**src/rtl/a2b_req_sched.sv**
```systemverilog
// Round-robin scheduler sharing one pipelined masked A2B converter core between NREQ requesters.
// Each issue consumes a fresh randomness word; a tag pipe tracks requester IDs through the core latency.
module a2b_req_sched #(
    parameter int K_WIDTH   = 32,
    parameter int N_SHARES  = 5,
    parameter int MASKWIDTH = K_WIDTH * N_SHARES,
    parameter int NREQ      = 4,
    parameter int CORE_LAT  = 15,
    parameter int IDW       = $clog2(NREQ)
) (
    input  logic                      clk,
    input  logic                      rst_n,
    input  logic [NREQ-1:0]           req_vld,
    input  logic [NREQ*MASKWIDTH-1:0] req_a,
    output logic [NREQ-1:0]           req_rdy,
    input  logic                      rnd_vld,
    output logic                      rnd_rdy,
    output logic                      core_dvld,
    output logic                      core_ena,
    output logic [MASKWIDTH-1:0]      core_a,
    input  logic                      core_ovld,
    input  logic [MASKWIDTH-1:0]      core_z,
    output logic                      rsp_vld,
    output logic [IDW-1:0]            rsp_id,
    output logic [MASKWIDTH-1:0]      rsp_z,
    input  logic                      rsp_rdy,
    input  logic                      flush,
    output logic                      flush_done,
    output logic                      busy,
    output logic                      tag_err
);

    localparam logic [1:0] ST_IDLE  = 2'd0;
    localparam logic [1:0] ST_RUN   = 2'd1;
    localparam logic [1:0] ST_DRAIN = 2'd2;
    localparam int         INFW     = $clog2(CORE_LAT + 2);

    logic [1:0]           r_state;
    logic [IDW-1:0]       r_ptr;
    logic [CORE_LAT-1:0]  r_tag_v;
    logic [IDW-1:0]       r_tag_id [CORE_LAT];
    logic                 r_rsp_vld;
    logic [IDW-1:0]       r_rsp_id;
    logic [MASKWIDTH-1:0] r_rsp_z;
    logic [INFW-1:0]      r_inflight;
    logic                 r_tag_err;

    logic                 w_out_free;
    logic                 w_issue;
    logic                 w_hs;
    logic                 w_drained;
    logic [IDW-1:0]       w_gid;
    logic [IDW-1:0]       w_next_ptr;
    logic [IDW:0]         w_idx;

    assign w_out_free = !r_rsp_vld || rsp_rdy;
    assign w_hs       = r_rsp_vld && rsp_rdy;
    assign w_drained  = (r_state == ST_DRAIN) && (r_inflight == '0);
    // Gating on rst_n keeps a reset cycle from issuing an operation that the reset then discards.
    assign w_issue    = rst_n && w_out_free && rnd_vld && (r_state == ST_RUN) && !flush && (|req_vld);

    // Scanning downward means the last hit is the nearest requester at or after the pointer.
    always_comb begin
        w_gid = '0;
        w_idx = '0;
        for (int k = NREQ - 1; k >= 0; k--) begin
            w_idx = {1'b0, r_ptr} + (IDW+1)'(k);
            if (w_idx >= (IDW+1)'(NREQ)) begin
                w_idx = w_idx - (IDW+1)'(NREQ);
            end
            if (req_vld[w_idx[IDW-1:0]]) begin
                w_gid = w_idx[IDW-1:0];
            end
        end
    end

    assign w_next_ptr = (w_gid == IDW'(NREQ - 1)) ? '0 : w_gid + IDW'(1);

    assign req_rdy    = w_issue ? (NREQ'(1) << w_gid) : '0;
    assign rnd_rdy    = w_issue;
    assign core_dvld  = w_issue;
    assign core_ena   = w_out_free;
    assign core_a     = w_issue ? req_a[w_gid*MASKWIDTH +: MASKWIDTH] : '0;
    assign rsp_vld    = r_rsp_vld;
    assign rsp_id     = r_rsp_id;
    assign rsp_z      = r_rsp_z;
    assign flush_done = w_drained;
    assign busy       = (r_state != ST_IDLE) || (r_inflight != '0);
    assign tag_err    = r_tag_err;

    always_ff @(posedge clk) begin
        if (!rst_n) begin
            r_state <= ST_IDLE;
        end else begin
            case (r_state)
                ST_IDLE:  if (!flush)    r_state <= ST_RUN;
                ST_RUN:   if (flush)     r_state <= ST_DRAIN;
                ST_DRAIN: if (w_drained) r_state <= ST_IDLE;
                default:                 r_state <= ST_IDLE;
            endcase
        end
    end

    always_ff @(posedge clk) begin
        if (!rst_n) begin
            r_ptr <= '0;
        end else if (w_issue) begin
            r_ptr <= w_next_ptr;
        end
    end

    // The tag pipe mirrors the core pipeline, so it advances only on core_ena.
    always_ff @(posedge clk) begin
        if (!rst_n) begin
            r_tag_v <= '0;
            for (int s = 0; s < CORE_LAT; s++) begin
                r_tag_id[s] <= '0;
            end
        end else if (core_ena) begin
            for (int s = CORE_LAT - 1; s > 0; s--) begin
                r_tag_v[s]  <= r_tag_v[s-1];
                r_tag_id[s] <= r_tag_id[s-1];
            end
            r_tag_v[0]  <= w_issue;
            r_tag_id[0] <= w_gid;
        end
    end

    always_ff @(posedge clk) begin
        if (!rst_n) begin
            r_rsp_vld <= 1'b0;
            r_rsp_id  <= '0;
            r_rsp_z   <= '0;
        end else if (core_ena && r_tag_v[CORE_LAT-1]) begin
            r_rsp_vld <= 1'b1;
            r_rsp_id  <= r_tag_id[CORE_LAT-1];
            r_rsp_z   <= core_z;
        end else if (rsp_rdy) begin
            r_rsp_vld <= 1'b0;
        end
    end

    always_ff @(posedge clk) begin
        if (!rst_n) begin
            r_tag_err <= 1'b0;
        end else if (core_ena && (core_ovld != r_tag_v[CORE_LAT-1])) begin
            r_tag_err <= 1'b1;
        end
    end

    always_ff @(posedge clk) begin
        if (!rst_n) begin
            r_inflight <= '0;
        end else begin
            case ({w_issue, w_hs})
                2'b10:   r_inflight <= r_inflight + INFW'(1);
                2'b01:   r_inflight <= r_inflight - INFW'(1);
                default: r_inflight <= r_inflight;
            endcase
        end
    end

endmodule

```
**config.mk**
```make
export PLATFORM = sky130hd
export DESIGN_NAME = a2b_req_sched
export DESIGN_NICKNAME = d
export VERILOG_FILES = /design/src/rtl/a2b_req_sched.sv
export SDC_FILE = /design/constraint.sdc
export NUM_CORES = 1
export LEC_CHECK = 0
export ABC_AREA = 1
export BUFFER_PORTS_ARGS = -buffer_cell sky130_fd_sc_hd__clkbuf_2
export CAP_MARGIN = 25
export CORE_AREA = 5 5 438 440
export CTS_BUF_LIST = sky130_fd_sc_hd__clkbuf_4
export CTS_CLUSTER_DIAMETER = 60
export DETAILED_ROUTE_END_ITERATION = 8
export DIE_AREA = 0 0 443 445
export GPL_TIMING_DRIVEN = 1
export HOLD_SLACK_MARGIN = 0.05
export PLACE_DENSITY = 0.33
export SYNTH_ARGS = -nofsm -noshare
export SYNTH_HDL_FRONTEND = slang
export SYNTH_SLANG_ARGS = --single-unit
```
**constraint.sdc**
```tcl
create_clock -name clk -period 5 [get_ports clk]
set_input_delay 1.5 -clock clk [delete_from_list [all_inputs] [get_ports clk]]
set_output_delay 1.5 -clock clk [all_outputs]
set_load 0.05 [all_outputs]
```
# Yosys cells after proc, flatten, opt, wreduce, memory -nomap -nowiden
# Memories as Yosys holds them, arrays and structs flattened. A register that Yosys moved wholly into a read port is not among the register bits.
# Cells that the tools add are included.
# W data, S select, Z words.
[word_totals]
wordCells = 120
mem_bits_ro = 0
latchBits = 0
ram_bits = 30
memories = 1
inputBits = 810
output_inout_bits = 333
regBits = 186
[classes]
mul = 1
shifts = 2
magnitude_cmp = 8
reduce_logical = 22
n_mux = 45
n_eq_ne = 9
div_mod_pow = 0
addsub = 10
bitwise_logic = 15
[mem_list]
columns = ["name", "depth", "width", "read_ports", "rd_ports_with_merged_regs", "write_ports", "line", "source"]
rows = [
  ["r_tag_id", 15, 2, 15, 1, 15, "41", "logic [IDW-1:0] r_tag_id [CORE_LAT];"],
]
[ops]
columns = ["op", "count"]
rows = [
  ["$shiftx A640 B11 Y160", 1],
  ["$mux W160", 1],
  ["$mux W2", 27],
  ["$or A1 B1 Y1", 15],
  ["$lt A2 B3 Y1 const B", 4],
  ["$mux W1", 10],
  ["$pmux W5 S2", 1],
  ["$ge A3 B3 Y1 const B", 3],
  ["$logic_and A1 B1 Y1", 9],
  ["$bmux W1 S2", 4],
  ["$sub A2 B1 Y2 const B", 4],
  ["$add A2 B2 Y3 const B", 2],
  ["$eq A2 B2 Y1 const B", 3],
  ["$ne A2 B2 Y1 const B", 3],
  ["$pmux W2 S3", 1],
  ["$reduce_bool A2 Y1", 3],
  ["$add A5 B1 Y5 const B", 1],
  ["$logic_not A5 Y1", 1],
  ["$mul A2 B3 Y5 const B", 1],
  ["$reduce_bool A5 Y1", 1],
  ["$sub A5 B1 Y5 const B", 1],
  ["$eq A2 B1 Y1 const B", 2],
  ["$mux W4", 1],
  ["$reduce_or A4 Y1", 1],
  ["other kinds (9)", 12],
]

# Longest topological paths before layout
# Gate-level depths: netlist (run 1).
[logic_depth]
word_depth = 12
mapped_depth = 15
depth_no_buf = 14

# Worst setup path before layout (run 1)
# OpenSTA, ideal clock, no wires.
[synth_timing]
path_kind = "input to output"
start = "input rsp_rdy"
end = "output core_a[152]"
required_ns = 3.500
cell_stages = 7
slack_ns = -0.180
path_buffers = 1
arrival_ns = 3.680
path_cell_list = "nor2_1 inv_1 nand3_1 nor2_1 clkbuf_1 nand2_1 nor2_1"
[synth_via]
elab_chain_len = 7
[synth_rtl]
columns = ["element", "line", "source"]
rows = [
  ["start, declared", "26", "input logic rsp_rdy,"],
  ["$logic_or A1 B1 Y1", "56", "assign w_out_free = !r_rsp_vld || rsp_rdy;"],
  ["net core_ena", "19", "output logic core_ena,"],
  ["$logic_and A1 B1 Y1 (5 in series)", "60", "assign w_issue = rst_n && w_out_free && rnd_vld && (r_state == ST_RUN) && !flush && (|req_vld);"],
  ["net core_dvld", "18", "output logic core_dvld,"],
  ["$mux W160", "83", "assign core_a = w_issue ? req_a[w_gid*MASKWIDTH +: MASKWIDTH] : '0;"],
  ["end, declared", "20", "output logic [MASKWIDTH-1:0] core_a,"],
]
# The timed path passes the listed nets, and every way through them passes these cells.

# Worst setup path in the final report (run 1)
[layout_timing]
start = "input req_vld[3]"
end = "output core_a[84]"
[layout_via]
elab_chain_len = 9
elab_cells_between_ends = 17
cone_classes = "mul (1); shift (1); mux (13); reduce/logical (2)"
[layout_rtl]
columns = ["element", "line", "source"]
rows = [
  ["start, declared", "13", "input logic [NREQ-1:0] req_vld,"],
  ["$bmux W1 S2", "71", "if (req_vld[w_idx[IDW-1:0]]) begin"],
  ["$mux W1 (implied by the code)", "71", ""],
  ["$mux W2 (4 in series)", "71", ""],
  ["$mul A2 B3 Y5", "83", ""],
  ["$shiftx A640 B11 Y160", "83", ""],
  ["$mux W160 *", "83", ""],
]
# Mark *: on every way between the ends. The rest lies on a longest branch, timed or not. The select of a mux whose other input is x is not followed.

==> results of run 1 <==
report_power, final:
| part | switching, W | internal, W | leakage, nW | total (W) |
|---|---|---|---|---|
| Combinational | 0.00131 | 0.00109 | 13.7 | 0.00239 |
| Clock | 0.000938 | 0.000844 | 0.466 | 0.00178 |
| Sequential | 0.00000374 | 0.00177 | 1.88 | 0.00178 |
tightest hold or removal path, stage by stage (launching register included):
cell                      delay (ns)
sky130_fd_sc_hd__dfxtp_1        0.30
sky130_fd_sc_hd__inv_1          0.06
sky130_fd_sc_hd__o22ai_1        0.07
through the flow:
stage          power [W]  worst slack (ns)
5_1_grt          0.00631            -0.345
2_1_floorplan    0.00254            0.0104
3_3_place_gp     0.00356            -0.610
6_report         0.00595            -0.221
4_1_cts          0.00568            -0.301
3_5_place_dp     0.00355            -0.528
cells in the final DEF, fill, tap and decap left out, types with 30 or more instances in the layout:
cell type | synthesis | routed
sky130_fd_sc_hd__buf_12 | 0 | 209
sky130_fd_sc_hd__inv_1 | 226 | 224
sky130_fd_sc_hd__nand3_1 | 334 | 257
sky130_fd_sc_hd__dfxtp_1 | 188 | 187
sky130_fd_sc_hd__edfxtp_1 | 30 | 30
sky130_fd_sc_hd__nand2_2 | 2 | 93
sky130_fd_sc_hd__buf_4 | 25 | 157
sky130_fd_sc_hd__nor2_1 | 848 | 626
sky130_fd_sc_hd__clkbuf_2 | 0 | 976
sky130_fd_sc_hd__nand3_2 | 2 | 66
sky130_fd_sc_hd__o21ai_0 | 170 | 170
sky130_fd_sc_hd__nor2_4 | 0 | 88
sky130_fd_sc_hd__nor2_2 | 0 | 134
sky130_fd_sc_hd__nand2_1 | 664 | 546
sky130_fd_sc_hd__buf_6 | 1 | 66
sky130_fd_sc_hd__clkbuf_4 | 0 | 90
cell families after synthesis:
kind of cell    synth area share (%)
buf+inv                         12.1
compound gates                  6.65
simple gates                    49.2
xor+xnor                       0.406
flops                           30.9
fa+ha+maj                      0.664
cell type report:
cell class / count / area [sq um] / share of cell area [%]
inverters: 231 / 888 / 2.70
clock buffers: 89 / 668 / 2.03
flip-flops and latches: 218 / 4670 / 14.2
well taps: 2495 / 3120 / 9.50
repair buffers: 1483 / 12700 / 38.7
clock inverters: 27 / 138 / 0.419
diodes: 26 / 65.1 / 0.198
multi-input cells: 2070 / 10600 / 32.2
per-layer routing:
metal  share of wire [%]  vias up  track usage [%]
li1                    -    11200                -
met1                  44    11500             21.1
met2                  46     1041             26.1
met3                 7.2      216             4.02
met5                0.11        -                0
met4                 1.9       30             2.64
final timing paths:
path | end | cells past startpoint
max | core_a[84] | 18
min | r_tag_v[10] | 2
max reg2reg | r_inflight[4] | 15
min reg2reg | r_tag_v[10] | 2
flip-flops by register name (all words and copies together), names as in the netlist:
signal	flops
tag_err	1
r_tag_id	30
rsp_vld	1
r_ptr	2
rsp_z	160
r_inflight	5
rsp_id	2
r_state	2
r_tag_v	15
timing repair:
item	CTS	global route
setup buffers	32	48
pin swaps	39	108
cloned	17	33
resized for setup	303	413
endpoints found under the setup margin	164	165
==> run summary, run 1 <==
The floorplan core area is 187000 sq um. The power per standard cell area came out at 181 nW/um^2. The maximum operating frequency is 192 MHz. The routed via count divided by cell count came out at 3.61. Once routing completed, OpenROAD measured the worst setup slack at -0.221 ns.

The post-placement cell area came out at 27600 sq um. The unique cell type count in the Yosys netlist came out at 30. Traced cell by cell, the critical path runs through buf_8 > clkinvlp_4 > nand2_2 > nand3_2 > nand2_2 > inv_2 > buf_6 > nand3_4 > buf_12 > nand2_8 > buf_16 > buf_12 > buf_6 > nor2_2 > nor2_2 > nor2_4 > buf_6 > buf_12. The top cell type's share of synthesized area came out at 25.0%.

The worst register-to-register path begins at rsp_vld. The worst min-delay path category is reg -> reg. The post-placement cell count came out at 6384.

The count of final setup violators is 159. The tool flagged a number of max-cap violations equal to 0. The setup total negative slack came out at -14.69 ns.

On the critical path, the stage with the largest delay is an instance of sky130_fd_sc_hd__buf_16. The kind of start point of the critical path is an input port. The headroom to the max-slew limit is 31.9%. Setup repair after global routing could not meet its margin everywhere. The net count after synthesis came out at 3534. The number of fillers in the final layout is 21800. The number of max-slew violations in the final report is 0. The initial antenna violation count is 83. The largest incremental delay on the critical path came out at 0.20 ns.

The cell row count came out at 159. The maximum number of pins on one net before global-route repair came out at 163. The leakage power of the design is 16.0 nW. Cells with a size suffix above 1 make up 48.9% of the layout. The detailed router's first-iteration violation count is 1986. The final worst-path cycle share came out at 104%. The slew of the pin with the lowest slew margin came out at 1.02 ns. The number of vias in the routed layout came out at 24000. The most critical setup path has its startpoint at req_vld[3]. The final hold slack is 0.416 ns. The H-tree depth came out at 3. In the post-synthesis netlist, the cell with the most instances is sky130_fd_sc_hd__nor2_1. The sequential element share of the synthesized area is 30.9%. The number of hold violations in the final report is 0. For the final database, setup skew stands at 0.0671 ns. Data on the critical path is required at its endpoint by 3.50 ns. The non-filler instance count after layout came out at 6639. The netlist area before placement came out at 15100 sq um. The number of buffers and inverters on the critical path is 10. The largest buffer count on any clock path is 3. The kind of cell with the highest combined delay along the critical path is buffers and inverters. The post-detailed-placement half-perimeter wirelength came out at 139000 um. The setup slack on the worst flop-to-flop path came out at 2.11 ns.

The final critical delay including setup and external delays is 5.22 ns. The effective utilization at floorplan came out at 8.06%. The first global-routing pass estimated 214000 um of wire.

The average cell area after synthesis came out at 5.55 sq um. The final antenna-violating net count came out at 0. By startpoint and endpoint, the worst setup path is classified as in -> out. The number of search-and-repair iterations in the first detailed-routing pass is 5. The overall global routing resource usage came out at 15.8%. The routed length per placed instance came out at 25.8 um.

Buffers inserted during clock tree synthesis total 66. The worst setup path is captured at an output port. Summed over all instances, the cell type with the most area after synthesis is sky130_fd_sc_hd__dfxtp_1. In this run the clock root is driven by a sky130_fd_sc_hd__clkbuf_4. Buffers inserted to repair hold after CTS numbered 0. The die is 443 um wide. Of all flip-flops after synthesis, the portion carrying an async set or reset was 0%. The number of enable flip-flop cells after synthesis came out at 30. Wires add up to 172000 um. The maximum vdd ir drop came out at 0.105 mV. The number of buffers added on ports came out at 1142. The overall die height is 445 um. The critical path arrival is 3.72 ns. The total I/O pin count came out at 1143. The maximum fanout along the worst path came out at 9.

Ranked by instance count, the synthesized netlist is headed by 848 x sky130_fd_sc_hd__nor2_1, 664 x sky130_fd_sc_hd__nand2_1, 334 x sky130_fd_sc_hd__nand3_1. Relative to the synthesized area, the layout overhead comes to 118%. The warning count from the yosys run came out at 0. The launch point of the worst hold path is r_tag_v[9].

The via count of the first global-routing pass came to 22800. The number of sinks handled by clock tree synthesis is 218. The final reports fail on setup timing. The core occupancy in the finished layout is 17.6%. In the synthesized netlist, the number of instances is 2716. The run finished, with violations left. The clock network latency to the later pin of the worst-skew pair is 0.87 ns. The global route total overflow came out at 0. Routability-driven placement finished with a final weighted congestion of 0.990. The floorplan step defined a die boundary enclosing 197000 sq um. Synthesis inferred 218 register bits.

After detailed routing, the number of remaining DRC violations is 0. Clock-pin slew was measured on the worst setup and hold paths at 0.06 ns. The count of nets after finishing came out at 4888.

Yosys attributes the largest share of cell area to sky130_fd_sc_hd__dfxtp_1 25%, sky130_fd_sc_hd__nor2_1 21%, sky130_fd_sc_hd__nand2_1 17%, sky130_fd_sc_hd__nand3_1 11%, sky130_fd_sc_hd__edfxtp_1 6.0%. The most used flip-flop cell after synthesis is sky130_fd_sc_hd__dfxtp_1. The area of all placed cells without fillers is 32900 sq um. TritonCTS built the clock tree.
No activity file was read; power rests on OpenSTA's default activity.
==> run 2, diff against run 1 <==
Settings changed: REMOVE_ABC_BUFFERS set to 1.
==> run 2 against run 1 <==
  * The run now ends clean
  * Worst setup slack better by 0.27 ns
  * Combinational power is 25% lower
  * Core utilization down 1.8 points
  * Sequential power about the same
  * Maximum frequency increased by 5.5%
  * Cell count fell by 2.3%
  * Clock power fell by 8%
  * Critical path type unchanged
  * Largest power group unchanged
==> run summary, run 2 (synthesis results as in run 1) <==
The clock-pin slew on the worst setup and hold paths is 0.06 ns. The number of hold violations in the final report is 0. Routability-driven placement finished with a final weighted congestion of 0.895. The detailed router's first-iteration violation count came out at 996. The total CTS buffers is 59. Once the floorplan was initialized, standard cells occupied 8.06% of the core. The routed layout has 21700 vias. The floorplan core area is 187000 sq um. The worst register-to-register path begins at rsp_vld.

IR analysis of the VDD net gives a maximum drop of 0.124 mV. The area added between synthesis and finish came out at 96.2%. The first detailed-routing pass took 5 iterations.

The floorplan has 159 rows. The wire length after detailed routing came out at 110000 um. The pre-CTS setup slack came out at -0.411 ns.

The data required time at the worst endpoint is 3.50 ns. The most frequent standard cell in the layout excluding fill and tap cells is sky130_fd_sc_hd__clkbuf_2. The number of buffers added on ports came out at 1142. The number of max-slew violations in the final report came out at 0. The worst hold path depth is 2.

The number of maximum-capacitance constraint violations is 0. In the routed layout, each cell is associated on average with a via count of 3.34. The post-detailed-placement half-perimeter wirelength is 85400 um. The setup slack on the worst flop-to-flop path came out at 2.14 ns. Setup repair after global routing could not meet its margin everywhere. The worst path meets setup with 0.0521 ns of slack. For this run, the slowest stage of the critical path takes 0.20 ns. In this run the power density over the cells is 176 nW/um^2. Clock tree synthesis found a total of 218 sinks. The initial antenna violation count came to 20. Cells with a size suffix above 1 make up 41.6% of the layout.

The tree is rooted in a sky130_fd_sc_hd__clkbuf_4. Once layout is done, the placed cells without fillers occupy 29600 sq um. The number of buffers and inverters on the critical path came out at 6. The worst min-delay path category is reg -> reg.

The flip-flop count of the largest register after layout is 160. 1143 I/O pins were placed. The area enclosed by the die boundary is 197000 sq um. The clock network latency to the later pin of the worst-skew pair came out at 0.78 ns.

The quantity of hold-fixing buffers added after cts came out at 0. For this design, the slowest cell found on the critical path is sky130_fd_sc_hd__clkbuf_16. On the critical path the largest part of the delay comes from simple AND/OR/NAND/NOR gates.

The final worst-path cycle share came out at 99.0%. The maximum fanout along the worst path is 9. The worst setup path is launched from an input port. Leaving out fill and tap cells, the most frequent cells in the layout are 978 x sky130_fd_sc_hd__clkbuf_2, 708 x sky130_fd_sc_hd__nor2_1, 633 x sky130_fd_sc_hd__nand2_1, 317 x sky130_fd_sc_hd__nand3_1, 223 x sky130_fd_sc_hd__inv_1. Clock skew on the completed layout was measured at 0.0324 ns. Summed over all layers, the global routing overflow is 0. The first-pass GRT wire length is 150000 um.

The remaining routing DRC violations came out at 0. The slew of the pin with the lowest slew margin came out at 1.07 ns. The maximum operating frequency came out at 202 MHz.

Summed over all cells, the static leakage comes to 14.7 nW. The headroom to the max-slew limit came out at 28.5%. The maximum number of pins on one net before global-route repair came out at 163. Global routing used 10.1% of the available tracks. The post-placement cell area is 27100 sq um.

The count of final setup violators is 0. Once detail routing completed, the nets flagged for antenna violations numbered 0. The critical path arrival came out at 3.45 ns. In the final routed layout, each cell accounts on average for 16.9 um. The final critical delay including setup and external delays came out at 4.95 ns. The endpoint identified for the worst register-to-register timing path is r_inflight[4]. The worst setup path is captured at an output port. The die extent in x is 443 um.

Fill cells in the final layout number 21900. The non-filler instance count after layout came out at 6488. The flow ran to the end, and the final reports show no timing, DRC or antenna violations.

The TritonCTS clock tree is built. The worst reg-to-reg path cell count came out at 17. The H-tree depth is 2. The post-placement cell count is 6322. The setup path with the least slack is of type in -> out. The via count of the first global-routing pass came out at 21700. The die is 445 um tall. The path with the worst hold slack has its endpoint at tag_err.

The count of nets after finishing came out at 4753. The clock passes through at most 3 buffers. The startpoint identified for the worst hold timing path is tag_err. Traced cell by cell, the critical path runs through clkbuf_2 > buf_4 > nand3_2 > and2_4 > nand3_4 > nand3_4 > buf_12 > clkbuf_16 > buf_6 > nand3_1 > nand3_1 > nand2_1 > nor2_2 > buf_12.
## run 2: per-layer routing
metal	global-route usage [%]	share of wire (%)	wire (um)	vias up
li1	-	-	-	10900
met1	11.2	39	42300	9807
met2	18.7	51	56200	840
met3	2.60	6.8	7480	149
met4	3.00	3.2	3460	14
met5	0	0.070	77	-
## run 2: power breakdown
part	internal (W)	switching, W	total [W]
sequential	0.00177	0.00000351	0.00178
clock	0.000838	0.000804	0.00164
combinational	0.000822	0.000964	0.00179
total	0.00344	0.00177	0.00521
## run 2: final cells by class
class                   count  area (sq um)  area share [%]
repair buffers           1355         10800            36.6
multi-input cells        2070          9300            31.4
flip-flops and latches    218          4670            15.8
well taps                2495          3120            10.6
inverters                 231           877            2.96
clock buffers              86           646            2.18
clock inverters            19           108           0.364
diodes                     14          35.0           0.118
## run 2: metrics by stage
| step | power, W | setup TNS, ns | hold WS, ns | utilization, % |
|---|---|---|---|---|
| after floorplan | 0.00252 | -1536.78 | 0.434 | - |
| after global placement | 0.00336 | -14.53 | 0.443 | 14.5 |
| after detailed placement | 0.00335 | -12.08 | 0.440 | 14.5 |
| after CTS | 0.00518 | -0.0168 | 0.450 | 15.1 |
| after global routing | 0.00559 | -0.707 | 0.470 | 15.8 |
| final | 0.00521 | 0 | 0.448 | 15.8 |
## run 2: worst max-delay path by stage
stage	startpoint	to	slack, ns	cells after the start
2_1_floorplan	rsp_rdy	req_rdy[0]	-6.83	6
3_3_place_gp	req_vld[2]	core_a[2]	-0.44	17
3_5_place_dp	req_vld[2]	core_a[2]	-0.41	17
4_1_cts	req_vld[2]	core_a[41]	-0.01	16
5_1_grt	req_vld[2]	core_a[83]	-0.05	14
6_report	req_vld[1]	core_a[147]	0.05	14
## run 2: what timing repair did
item / 4_1_cts / 5_1_grt
setup endpoints to repair: 140 / 152
resized for setup: 59 / 215
buffers inserted: 5 / 22
gates cloned: 6 / 19
pin swaps: 7 / 37
## run 2: tightest hold or removal path, cell delays in order (launching register included)
cell and delay, ns:
sky130_fd_sc_hd__dfxtp_1 0.31, sky130_fd_sc_hd__inv_1 0.04, sky130_fd_sc_hd__a21oi_1 0.05
